`config.mk`:
```
export PLATFORM = sky130hd
export DESIGN_NAME = yasac_io_flat
export DESIGN_NICKNAME = d
export VERILOG_FILES = /design/src/rtl/yasac_io_pkg.sv /design/src/rtl/yasac_io_if.sv /design/src/rtl/yasac_io_sync.sv /design/src/rtl/yasac_io.sv /design/src/flat_wrapper.sv
export SDC_FILE = /design/constraint.sdc
export NUM_CORES = 1
export LEC_CHECK = 0
export ABC_AREA = 1
export BUFFER_PORTS_ARGS = -buffer_cell sky130_fd_sc_hd__buf_2
export CORE_UTILIZATION = 45
export CTS_BUF_LIST = sky130_fd_sc_hd__clkbuf_4
export CTS_CLUSTER_DIAMETER = 150
export CTS_CLUSTER_SIZE = 30
export DETAILED_ROUTE_END_ITERATION = 16
export GPL_ROUTABILITY_DRIVEN = 0
export SETUP_SLACK_MARGIN = 0.05
export SLEW_MARGIN = 30
export SYNTH_ARGS = -nofsm -noshare
export SYNTH_HDL_FRONTEND = slang
export SYNTH_HIERARCHICAL = 1
export SYNTH_SLANG_ARGS = --single-unit
export TNS_END_PERCENT = 1
```
`constraint.sdc`:
```
create_clock -name clk -period 3.4 [get_ports clk]
set_input_delay 1.02 -clock clk [delete_from_list [all_inputs] [get_ports clk]]
set_output_delay 1.02 -clock clk [all_outputs]
set_load 0.02 [all_outputs]
```
`src/rtl/yasac_io_pkg.sv`:
```
// Shared defines for the YASAC I/O port controller (yasac_io_defs):
// default geometry and the status-register offsets above the input ports.
package yasac_io_pkg;

  localparam int DEF_W     = 8;
  localparam int DEF_N_OUT = 8;
  localparam int DEF_N_IN  = 8;
  localparam int DEF_AW    = 5;

  // Offsets relative to N_OUT + N_IN (first address past the input ports).
  localparam int FLG_OFS = 0;
  localparam int MSK_OFS = 1;

endpackage

```
`src/rtl/yasac_io_if.sv`:
```
// Registered read/write bus between the data unit and the port controller.
interface yasac_io_if #(
  parameter int AW = 5,
  parameter int W  = 8
);
  logic [AW-1:0] addr;
  logic [W-1:0]  wdata;
  logic          wr;
  logic          rd;
  logic [W-1:0]  rdata;
  logic          rvalid;

  modport master (output addr, wdata, wr, rd, input rdata, rvalid);
  modport slave  (input addr, wdata, wr, rd, output rdata, rvalid);
endinterface

```
`src/rtl/yasac_io_sync.sv`:
```
// One input port: 2-flop synchroniser, previous-value register and change compare.
module yasac_io_sync #(
  parameter int W = 8
) (
  input  logic         clk,
  input  logic         reset,
  input  logic         en,
  input  logic [W-1:0] din,
  output logic [W-1:0] dout,
  output logic         chg
);

  logic [W-1:0] sync1;
  logic [W-1:0] sync2;
  logic [W-1:0] prev;

  // Synchroniser pipeline followed by the last-seen value.
  always_ff @(posedge clk) begin
    if (reset) begin
      sync1 <= '0;
      sync2 <= '0;
      prev  <= '0;
    end else begin
      // NOTE: non-blocking assignments make each stage take the old value of
      // the previous one; blocking here would collapse the pipeline to one flop.
      sync1 <= din;
      sync2 <= sync1;
      prev  <= sync2;
    end
  end

  assign dout = sync2;
  assign chg  = en && (sync2 != prev);

endmodule

```
`src/rtl/yasac_io.sv`:
```
// Parametrised I/O port bank: output registers, synchronised inputs,
// change flags with write-1-to-clear / read-to-clear, mask and irq.
module yasac_io
  import yasac_io_pkg::*;
#(
  parameter int W     = DEF_W,
  parameter int N_OUT = DEF_N_OUT,
  parameter int N_IN  = DEF_N_IN,   // N_IN <= W
  parameter int AW    = DEF_AW      // 2**AW >= N_OUT + N_IN + 2
) (
  input  logic               clk,
  input  logic               reset,
  yasac_io_if.slave          bus,
  output logic [N_OUT*W-1:0] port_out,
  input  logic [N_IN*W-1:0]  port_in,
  output logic               irq
);

  localparam logic [AW-1:0] FLG_A = AW'(N_OUT + N_IN + FLG_OFS);
  localparam logic [AW-1:0] MSK_A = AW'(N_OUT + N_IN + MSK_OFS);

  logic [W-1:0]    out_q  [N_OUT];
  logic [W-1:0]    in_val [N_IN];
  logic [N_IN-1:0] chg;
  logic [N_IN-1:0] flags;
  logic [N_IN-1:0] mask;
  logic [N_IN-1:0] flg_clr;
  logic [1:0]      warm;
  logic            warm_done;
  logic [W-1:0]    rd_mux;
  logic            wr_flg;
  logic            rd_flg;

  // Warm-up counter: gates change detection until the synchronisers are full.
  always_ff @(posedge clk) begin
    if (reset)              warm <= 2'd0;
    else if (warm != 2'd3)  warm <= warm + 2'd1;
  end

  assign warm_done = (warm == 2'd3);

  for (genvar i = 0; i < N_IN; i++) begin : g_in
    yasac_io_sync #(.W(W)) u_sync (
      .clk   (clk),
      .reset (reset),
      .en    (warm_done),
      .din   (port_in[i*W +: W]),
      .dout  (in_val[i]),
      .chg   (chg[i])
    );
  end

  for (genvar k = 0; k < N_OUT; k++) begin : g_out
    assign port_out[k*W +: W] = out_q[k];
  end

  // Output registers; the write lands on the edge that samples wr.
  always_ff @(posedge clk) begin
    if (reset) begin
      // NOTE: this register array drives live output pins, so every entry is
      // reset explicitly; a storage-only RAM would normally be left unreset.
      for (int k = 0; k < N_OUT; k++) out_q[k] <= '0;
    end else if (bus.wr) begin
      for (int k = 0; k < N_OUT; k++)
        if (bus.addr == AW'(k)) out_q[k] <= bus.wdata;
    end
  end

  assign wr_flg  = bus.wr && (bus.addr == FLG_A);
  assign rd_flg  = bus.rd && (bus.addr == FLG_A);
  // Reading clears exactly the bits returned; W1C clears the written ones.
  assign flg_clr = (wr_flg ? bus.wdata[N_IN-1:0] : '0) | (rd_flg ? flags : '0);

  // Change flags: a new change on the same edge as a clear keeps the flag set.
  always_ff @(posedge clk) begin
    if (reset) flags <= '0;
    else       flags <= (flags & ~flg_clr) | chg;
  end

  // Interrupt mask register.
  always_ff @(posedge clk) begin
    if (reset)                               mask <= '0;
    else if (bus.wr && (bus.addr == MSK_A))  mask <= bus.wdata[N_IN-1:0];
  end

  // Read mux over the whole address map; pre-write values are returned.
  always_comb begin
    // NOTE: default first so no path through the decode leaves rd_mux
    // unassigned, which would otherwise infer a latch.
    rd_mux = '0;
    for (int k = 0; k < N_OUT; k++)
      if (bus.addr == AW'(k)) rd_mux = out_q[k];
    for (int i = 0; i < N_IN; i++)
      if (bus.addr == AW'(N_OUT + i)) rd_mux = in_val[i];
    if (bus.addr == FLG_A) rd_mux[N_IN-1:0] = flags;
    if (bus.addr == MSK_A) rd_mux[N_IN-1:0] = mask;
  end

  // Registered read port: one result per sampled rd.
  always_ff @(posedge clk) begin
    if (reset) begin
      bus.rdata  <= '0;
      bus.rvalid <= 1'b0;
    end else begin
      bus.rvalid <= bus.rd;
      if (bus.rd) bus.rdata <= rd_mux;
    end
  end

  // Interrupt request from the registered flags.
  always_ff @(posedge clk) begin
    if (reset) irq <= 1'b0;
    else       irq <= |(flags & mask);
  end

endmodule

```
`src/flat_wrapper.sv`:
```
// flat-port wrapper written by rule: the top's interface ports become plain ports
module yasac_io_flat import yasac_io_pkg::*;
#(
  parameter int W     = DEF_W,
  parameter int N_OUT = DEF_N_OUT,
  parameter int N_IN  = DEF_N_IN,               
  parameter int AW    = DEF_AW                                  
)
  (clk, reset, port_out, port_in, irq, bus_addr, bus_wdata, bus_wr, bus_rd, bus_rdata, bus_rvalid);
  yasac_io_if #(.AW(AW), .W(W)) bus_i ();
  input  logic clk;
  input  logic reset;
  output logic [N_OUT*W-1:0] port_out;
  input  logic [N_IN*W-1:0] port_in;
  output logic irq;
  input wire logic [$bits(bus_i.addr)-1:0] bus_addr;
  input wire logic [$bits(bus_i.wdata)-1:0] bus_wdata;
  input wire logic [$bits(bus_i.wr)-1:0] bus_wr;
  input wire logic [$bits(bus_i.rd)-1:0] bus_rd;
  output wire logic [$bits(bus_i.rdata)-1:0] bus_rdata;
  output wire logic [$bits(bus_i.rvalid)-1:0] bus_rvalid;
  assign bus_i.addr = bus_addr;
  assign bus_i.wdata = bus_wdata;
  assign bus_i.wr = bus_wr;
  assign bus_i.rd = bus_rd;
  assign bus_rdata = bus_i.rdata;
  assign bus_rvalid = bus_i.rvalid;
  yasac_io #(.W(W), .N_OUT(N_OUT), .N_IN(N_IN), .AW(AW)) u_core (.clk(clk), .reset(reset), .bus(bus_i), .port_out(port_out), .port_in(port_in), .irq(irq));
endmodule
```
==> impl_metrics.ini, run 1 <==
[global_route]
gr-total-overflow = 0
antenna_found_initial = 2
grt_pass1_vias = 8153
grt.total_usage = 0.209
grt_pass1_wl_mm = 42.2
pin_count_of_the_biggest_net_entering_global_routing = 109

[synthesis]
synth-seq-cells = 284
syn_area_um2 = 11300
synth.top_cell.area_share = 0.391
yosys_warnings = 6
synth_fp_nets = 1583
syn-instance-count = 1501
yosys.cell_types.count = 30
synth.area.top_cells = sky130_fd_sc_hd__dfxtp_1, sky130_fd_sc_hd__edfxtp_1, sky130_fd_sc_hd__nand2_1
sequential_share_of_the_synthesized_area = 0.562
yosysTopAreaCell = sky130_fd_sc_hd__dfxtp_1
syn_area_per_cell_um2 = 7.50

[cts]
cts_hold_fix_bufs = 0
post_cts_resized = 0
cts-buffers-inserted = 13
cts_tree = done
max-clock-path-buffers = 3
numClockSinks = 284
htreeDepth = 1
cts-root-buf = sky130_fd_sc_hd__clkbuf_4
cts_setup_buffers = 0
clk_pin_slew_ns = 0.30
clkLatencyLatePin_ns = 0.71

[final_layout]
drive_gt1_frac = 0.128
n_fill_cell = 2495
utilization = 0.513
final-seq-area_um2 = 6330
syn2layout_area_growth_pct = 11.3
finish.net_count = 1732
multi_input_comb_area_um2 = 3580

[setup_path]
largest_stage_delay_on_the_critical_path_ns = 0.52
path_buf_inv = 1
reg2regPathDepth = 12
setup.worst_path.class = register to output port
reg2reg_setup_slack_ns = 1.66
timing.critical_path.fanout_max = 2
cp_top_delay_family = flip-flops
worstSetupPathDepth = 1
critical_path.cell_chain = buf_2
timing.critical_path.arrival_ns = 1.42
worst-endpoint-required_ns = 2.38
timing.critical_path.from = u_core/out_q[1][15]
critPathCapture = port_out[47]
reg2reg_from = u_core/out_q[0][8]
crit_path_end_kind = output port
critical_path.reg2reg.endpoint = u_core/bus.rdata[0]
critPathSlowestCell = sky130_fd_sc_hd__edfxtp_1
critical_path.startpoint_type = register

[pwr]
switching_share = 0.268
power.combinational.fraction = 0.110
leakage_nw = 5.88
power_frac_seq = 0.672
peakVddDrop_v = 0.000285
totalPowerFinal_mw = 5.57
p_switching_mw = 1.49
clkPwrFrac = 0.218
power_density_nw_per_um2 = 445
internal_power_mw = 4.08

[sta]
grt_setup_unrepaired = false
finalCriticalPeriod_ns = 2.44
worst_slew_pin_slew_ns = 0.758
final.period_utilization = 0.717
max_slew_margin = 0.494
finalHoldViolations = 0
final.setup_skew_ns = 0.0668
maxClockFrequency_mhz = 410
final.setup.tns_ns = 0
finalMaxSlewViolations = 0
final-setup-viol-count = 0
setup_ws_ns = 0.961

[floorplan]
chipHeight_um = 160
coreArea_um2 = 24400
design.die.area_um2 = 25600
fp-row-count = 57
ioPinCount = 155
die_width_um = 160
initial_utilization = 0.461

[route]
detailedRoute.firstIterationViolations = 695
route.antenna.remaining_nets = 0
vias = 9064
route.detailed.drc = 0
route.final.wire_length_mm = 26.5
post_drt_wl_per_cell_um = 13.4
number_of_detailed_routing_iterations_run_before_antenna_repair = 5
vias_per_cell = 4.58

[job]
maxCapViolCount = 0

[placement]
detailedPlacementHpwl_mm = 20.1
place_ws_ns = 0.455
port_buffers = 154

[status]
run_status = complete, no violations

[hold_path]
min-delay-path-class = register to register
layer usage:
| layer | GRT usage | wire (um) | up-vias |
|---|---|---|---|
| li1 | - | - | 4707 |
| met1 | 0.287 | 12100 | 3986 |
| met2 | 0.340 | 11700 | 324 |
| met3 | 0.0338 | 2030 | 47 |
| met4 | 0.0589 | 750 | 0 |
| met5 | 0 | 0 | - |
power groups by stage:
stage                     Combinational, mW  Sequential (mW)  Clock (mW)
final                                 0.610             3.74        1.22
after global placement                0.604             3.81           0
after detailed placement              0.611             3.81           0
after floorplan                       0.334             3.83           0
after global routing                  0.688             3.77        1.38
after CTS                             0.613             3.74        1.27
state kept, by name, indices dropped and copies added, names as in the netlist:
signal and count:
u_core/flags 8, u_core/out_q 64, u_core/g_in.u_sync/sync1 64, u_core/mask 8
u_core/warm 2, u_core/bus.rdata 8, u_core/irq 1, u_core/g_in.u_sync/prev 64
u_core/bus.rvalid 1, u_core/g_in.u_sync/dout 64
synthesized netlist by cell type:
library cell,count
sky130_fd_sc_hd__ha_1,1
sky130_fd_sc_hd__buf_2,19
sky130_fd_sc_hd__dfxtp_1,220
sky130_fd_sc_hd__clkinv_1,2
sky130_fd_sc_hd__clkbuf_1,4
sky130_fd_sc_hd__nand4_1,27
sky130_fd_sc_hd__inv_1,315
sky130_fd_sc_hd__nor3_1,3
sky130_fd_sc_hd__buf_4,1
sky130_fd_sc_hd__edfxtp_1,64
sky130_fd_sc_hd__buf_1,3
sky130_fd_sc_hd__a31oi_1,8
sky130_fd_sc_hd__nor3_4,1
sky130_fd_sc_hd__nand3_2,1
sky130_fd_sc_hd__inv_2,8
sky130_fd_sc_hd__xor2_1,1
sky130_fd_sc_hd__or2_2,9
sky130_fd_sc_hd__nand2_1,363
sky130_fd_sc_hd__o211ai_1,3
sky130_fd_sc_hd__nor2_4,4
sky130_fd_sc_hd__or2_0,3
sky130_fd_sc_hd__a21oi_1,30
sky130_fd_sc_hd__o21ai_0,10
sky130_fd_sc_hd__nor2_2,8
sky130_fd_sc_hd__nor2_1,355
sky130_fd_sc_hd__o21ai_1,4
sky130_fd_sc_hd__a221oi_1,2
sky130_fd_sc_hd__a22o_1,2
sky130_fd_sc_hd__nand3_1,28
sky130_fd_sc_hd__or2_1,2
metrics by stage:
| step | std cells | hold WS, ns | cell area, um2 |
|---|---|---|---|
| 3_3_place_gp | 1959 | 0.392 | 12400 |
| 4_1_cts | 1978 | 0.363 | 12500 |
| 6_report | 1980 | 0.354 | 12500 |
| 5_1_grt | 1979 | 0.371 | 12500 |
| 3_5_place_dp | 1959 | 0.393 | 12400 |
| 2_1_floorplan | 1501 | 0.388 | 11300 |
logic make-up after synthesis:
group                      Yosys count  synth area share
buffers and inverters              352             0.120
DFF                                284             0.562
AOI/OAI and AO/OA                   59            0.0291
and+or+nand+nor                    804             0.287
adders and majority gates            1           0.00111
xor gates and xnor gates             1          0.000779
worst min-delay path by stage:
| stage | from | end | slack [ns] | cells past startpoint |
|---|---|---|---|---|
| 2_1_floorplan | u_core/g_in[0].u_sync/sync1[0] | u_core/g_in[0].u_sync/dout[0] | 0.39 | 2 |
| 3_3_place_gp | u_core/g_in[6].u_sync/sync1[3] | u_core/g_in[6].u_sync/dout[3] | 0.39 | 2 |
| 3_5_place_dp | u_core/g_in[6].u_sync/sync1[6] | u_core/g_in[6].u_sync/dout[6] | 0.39 | 2 |
| 4_1_cts | u_core/g_in[3].u_sync/sync1[7] | u_core/g_in[3].u_sync/dout[7] | 0.36 | 2 |
| 5_1_grt | u_core/g_in[3].u_sync/sync1[7] | u_core/g_in[3].u_sync/dout[7] | 0.37 | 2 |
| 6_report | u_core/g_in[3].u_sync/sync1[7] | u_core/g_in[3].u_sync/dout[7] | 0.35 | 2 |
final cells by class:
cell class | count | share of cell area
antenna | 2 | 0.000400
clock buffer | 17 | 0.0102
clock inverter | 2 | 0.00160
inverter | 325 | 0.0974
multi-input combinational | 865 | 0.286
sequential | 284 | 0.505
tap | 324 | 0.0324
timing repair buffer | 161 | 0.0672
layout by cell type (no fill, tap or decap), drive strengths merged:
cell | netlist | final
dfxtp | 220 | 220
a21oi | 30 | 30
inv | 323 | 325
a221oi | 2 | 2
o21ai | 14 | 14
buf | 23 | 161
nand3 | 29 | 29
xor2 | 1 | 1
nor3 | 4 | 4
edfxtp | 64 | 64
a31oi | 8 | 8
ha | 1 | 1
nor2 | 367 | 367
clkbuf | 4 | 17
a22o | 2 | 2
o211ai | 3 | 3
clkinv | 2 | 2
nand4 | 27 | 27
nand2 | 363 | 363
diode | 0 | 2
or2 | 14 | 14
Power figures use the tool's default switching activity.
==> run 2: changes to the inputs <==
==> constraint.sdc (replaced) <==
create_clock -name clk -period 2.37 [get_ports clk]
set_input_delay 0.711 -clock clk [delete_from_list [all_inputs] [get_ports clk]]
set_output_delay 0.711 -clock clk [all_outputs]
set_load 0.02 [all_outputs]
==> impl_metrics.ini, run 2 (synthesized netlist as in run 1, its figures left out) <==
[global_route]
gr-usage-met2 = 0.345
pin_count_of_the_biggest_net_entering_global_routing = 103
grt.total_usage = 0.209
antenna_found_initial = 2
grt_pass1_wl_mm = 42.1
gr-total-overflow = 0
met3_usage = 0.0335
grt_pass1_vias = 8260
grtUsageMet1 = 0.282
global_route.peak_usage_layer = met2

[floorplan]
initial_utilization = 0.461
design.die.area_um2 = 25600
chipHeight_um = 160
die_width_um = 160
ioPinCount = 155
coreArea_um2 = 24400
fp-row-count = 57

[placement]
place_ws_ns = -0.161
port_buffers = 154
placed_instances = 1996
place_area_um2 = 12600
detailedPlacementHpwl_mm = 20.4

[sta]
max_slew_margin = 0.655
finalMaxSlewViolations = 0
setup_ws_ns = 0.215
final-setup-viol-count = 0
finalHoldViolations = 0
maxClockFrequency_mhz = 464
final.period_utilization = 0.909
final.setup.tns_ns = 0
final.setup_skew_ns = 0.0615
grt_setup_unrepaired = false
finalCriticalPeriod_ns = 2.15
worst_slew_pin_slew_ns = 0.516

[cts]
post_cts_resized = 0
clkLatencyLatePin_ns = 0.72
max-clock-path-buffers = 3
cts_hold_fix_bufs = 0
cts_tree = done
numClockSinks = 284
cts-root-buf = sky130_fd_sc_hd__clkbuf_4
htreeDepth = 1
cts_setup_buffers = 0
clk_pin_slew_ns = 0.29
cts-buffers-inserted = 13

[route]
vias = 9153
number_of_detailed_routing_iterations_run_before_antenna_repair = 7
vias_per_cell = 4.54
post_drt_wl_per_cell_um = 13.3
route.antenna.remaining_nets = 0
route.final.wire_length_mm = 26.8
detailedRoute.firstIterationViolations = 709
route.detailed.drc = 0

[final_layout]
n_fill_cell = 2461
drive_gt1_frac = 0.147
final-instance-count-excl-fill = 2017
mostFrequentLayoutCells = sky130_fd_sc_hd__nand2_1, sky130_fd_sc_hd__nor2_1, sky130_fd_sc_hd__inv_1
finish.net_count = 1769
fin_area_um2 = 12800
syn2layout_area_growth_pct = 13.8
mostFrequentLayoutCell = sky130_fd_sc_hd__nand2_1

[pwr]
power_frac_seq = 0.671
switching_share = 0.266
clkPwrFrac = 0.216
p_switching_mw = 2.13
power.combinational.fraction = 0.113
peakVddDrop_v = 0.000452
leakage_nw = 6.05
power_density_nw_per_um2 = 625
internal_power_mw = 5.87

[setup_path]
timing.critical_path.from = u_core/out_q[1][30]
setup.worst_path.class = register to output port
path_buf_inv = 1
largest_stage_delay_on_the_critical_path_ns = 0.52
critical_path.cell_chain = buf_2
worstSetupPathDepth = 1
critPathSlowestCell = sky130_fd_sc_hd__edfxtp_1
worst-endpoint-required_ns = 1.66
crit_path_end_kind = output port
timing.critical_path.fanout_max = 2
reg2reg_from = u_core/out_q[0][20]
reg2reg_setup_slack_ns = 0.58
cp_top_delay_family = flip-flops
timing.critical_path.arrival_ns = 1.44
critical_path.reg2reg.endpoint = u_core/bus.rdata[4]
critPathCapture = port_out[62]
critical_path.startpoint_type = register
reg2regPathDepth = 12

[hold_path]
min-delay-path-class = primary input to register

[status]
run_status = complete, no violations

[job]
maxCapViolCount = 0
run 2: cell count changes in the layout (fill, tap and decap cells not counted):
cell                    delta
sky130_fd_sc_hd__buf_4    +37
run 2: worst min-delay path by stage:
stage | to | slack [ns] | from | cells past startpoint
after floorplan | u_core/g_in[0].u_sync/dout[0] | 0.39 | u_core/g_in[0].u_sync/sync1[0] | 2
after global placement | u_core/g_in[6].u_sync/dout[0] | 0.39 | u_core/g_in[6].u_sync/sync1[0] | 2
after detailed placement | u_core/g_in[5].u_sync/dout[2] | 0.39 | u_core/g_in[5].u_sync/sync1[2] | 2
after CTS | u_core/g_in[7].u_sync/sync1[1] | 0.09 | port_in[57] | 3
after global routing | u_core/g_in[5].u_sync/sync1[5] | 0.1 | port_in[45] | 3
final | u_core/g_in[7].u_sync/sync1[1] | 0.14 | port_in[57] | 3
run 2: power by group through the flow:
stage / clock [mW] / sequential [mW] / combinational (mW)
2_1_floorplan: 0 / 5.50 / 0.479
3_3_place_gp: 0 / 5.46 / 0.895
3_5_place_dp: 0 / 5.46 / 0.906
4_1_cts: 1.81 / 5.37 / 0.911
5_1_grt: 1.97 / 5.40 / 1.02
6_report: 1.73 / 5.37 / 0.908
run 2: layout make-up:
class | count | area (um2) | area share
well taps | 324 | 405 | 0.0317
flip-flops and latches | 284 | 6330 | 0.494
inverters | 325 | 1220 | 0.0953
multi-input cells | 865 | 3580 | 0.279
clock inverters | 2 | 20.0 | 0.00156
diodes | 2 | 5.00 | 0.000391
clock buffers | 17 | 128 | 0.00997
repair buffers | 198 | 1120 | 0.0875
run 2: layer usage:
layer  vias up  wire length (um)
li1       4779                 -
met1      4026             12100
met2       310             12000
met3        38              1920
met4         0               776
met5         -                 0
run 2: stage by stage:
stage	hold WS (ns)	util	power (mW)
after floorplan	0.388	-	5.98
after global placement	0.391	0.519	6.36
after detailed placement	0.392	0.519	6.37
after CTS	0.0861	0.525	8.09
after global routing	0.0952	0.525	8.40
final	0.137	0.525	8.01
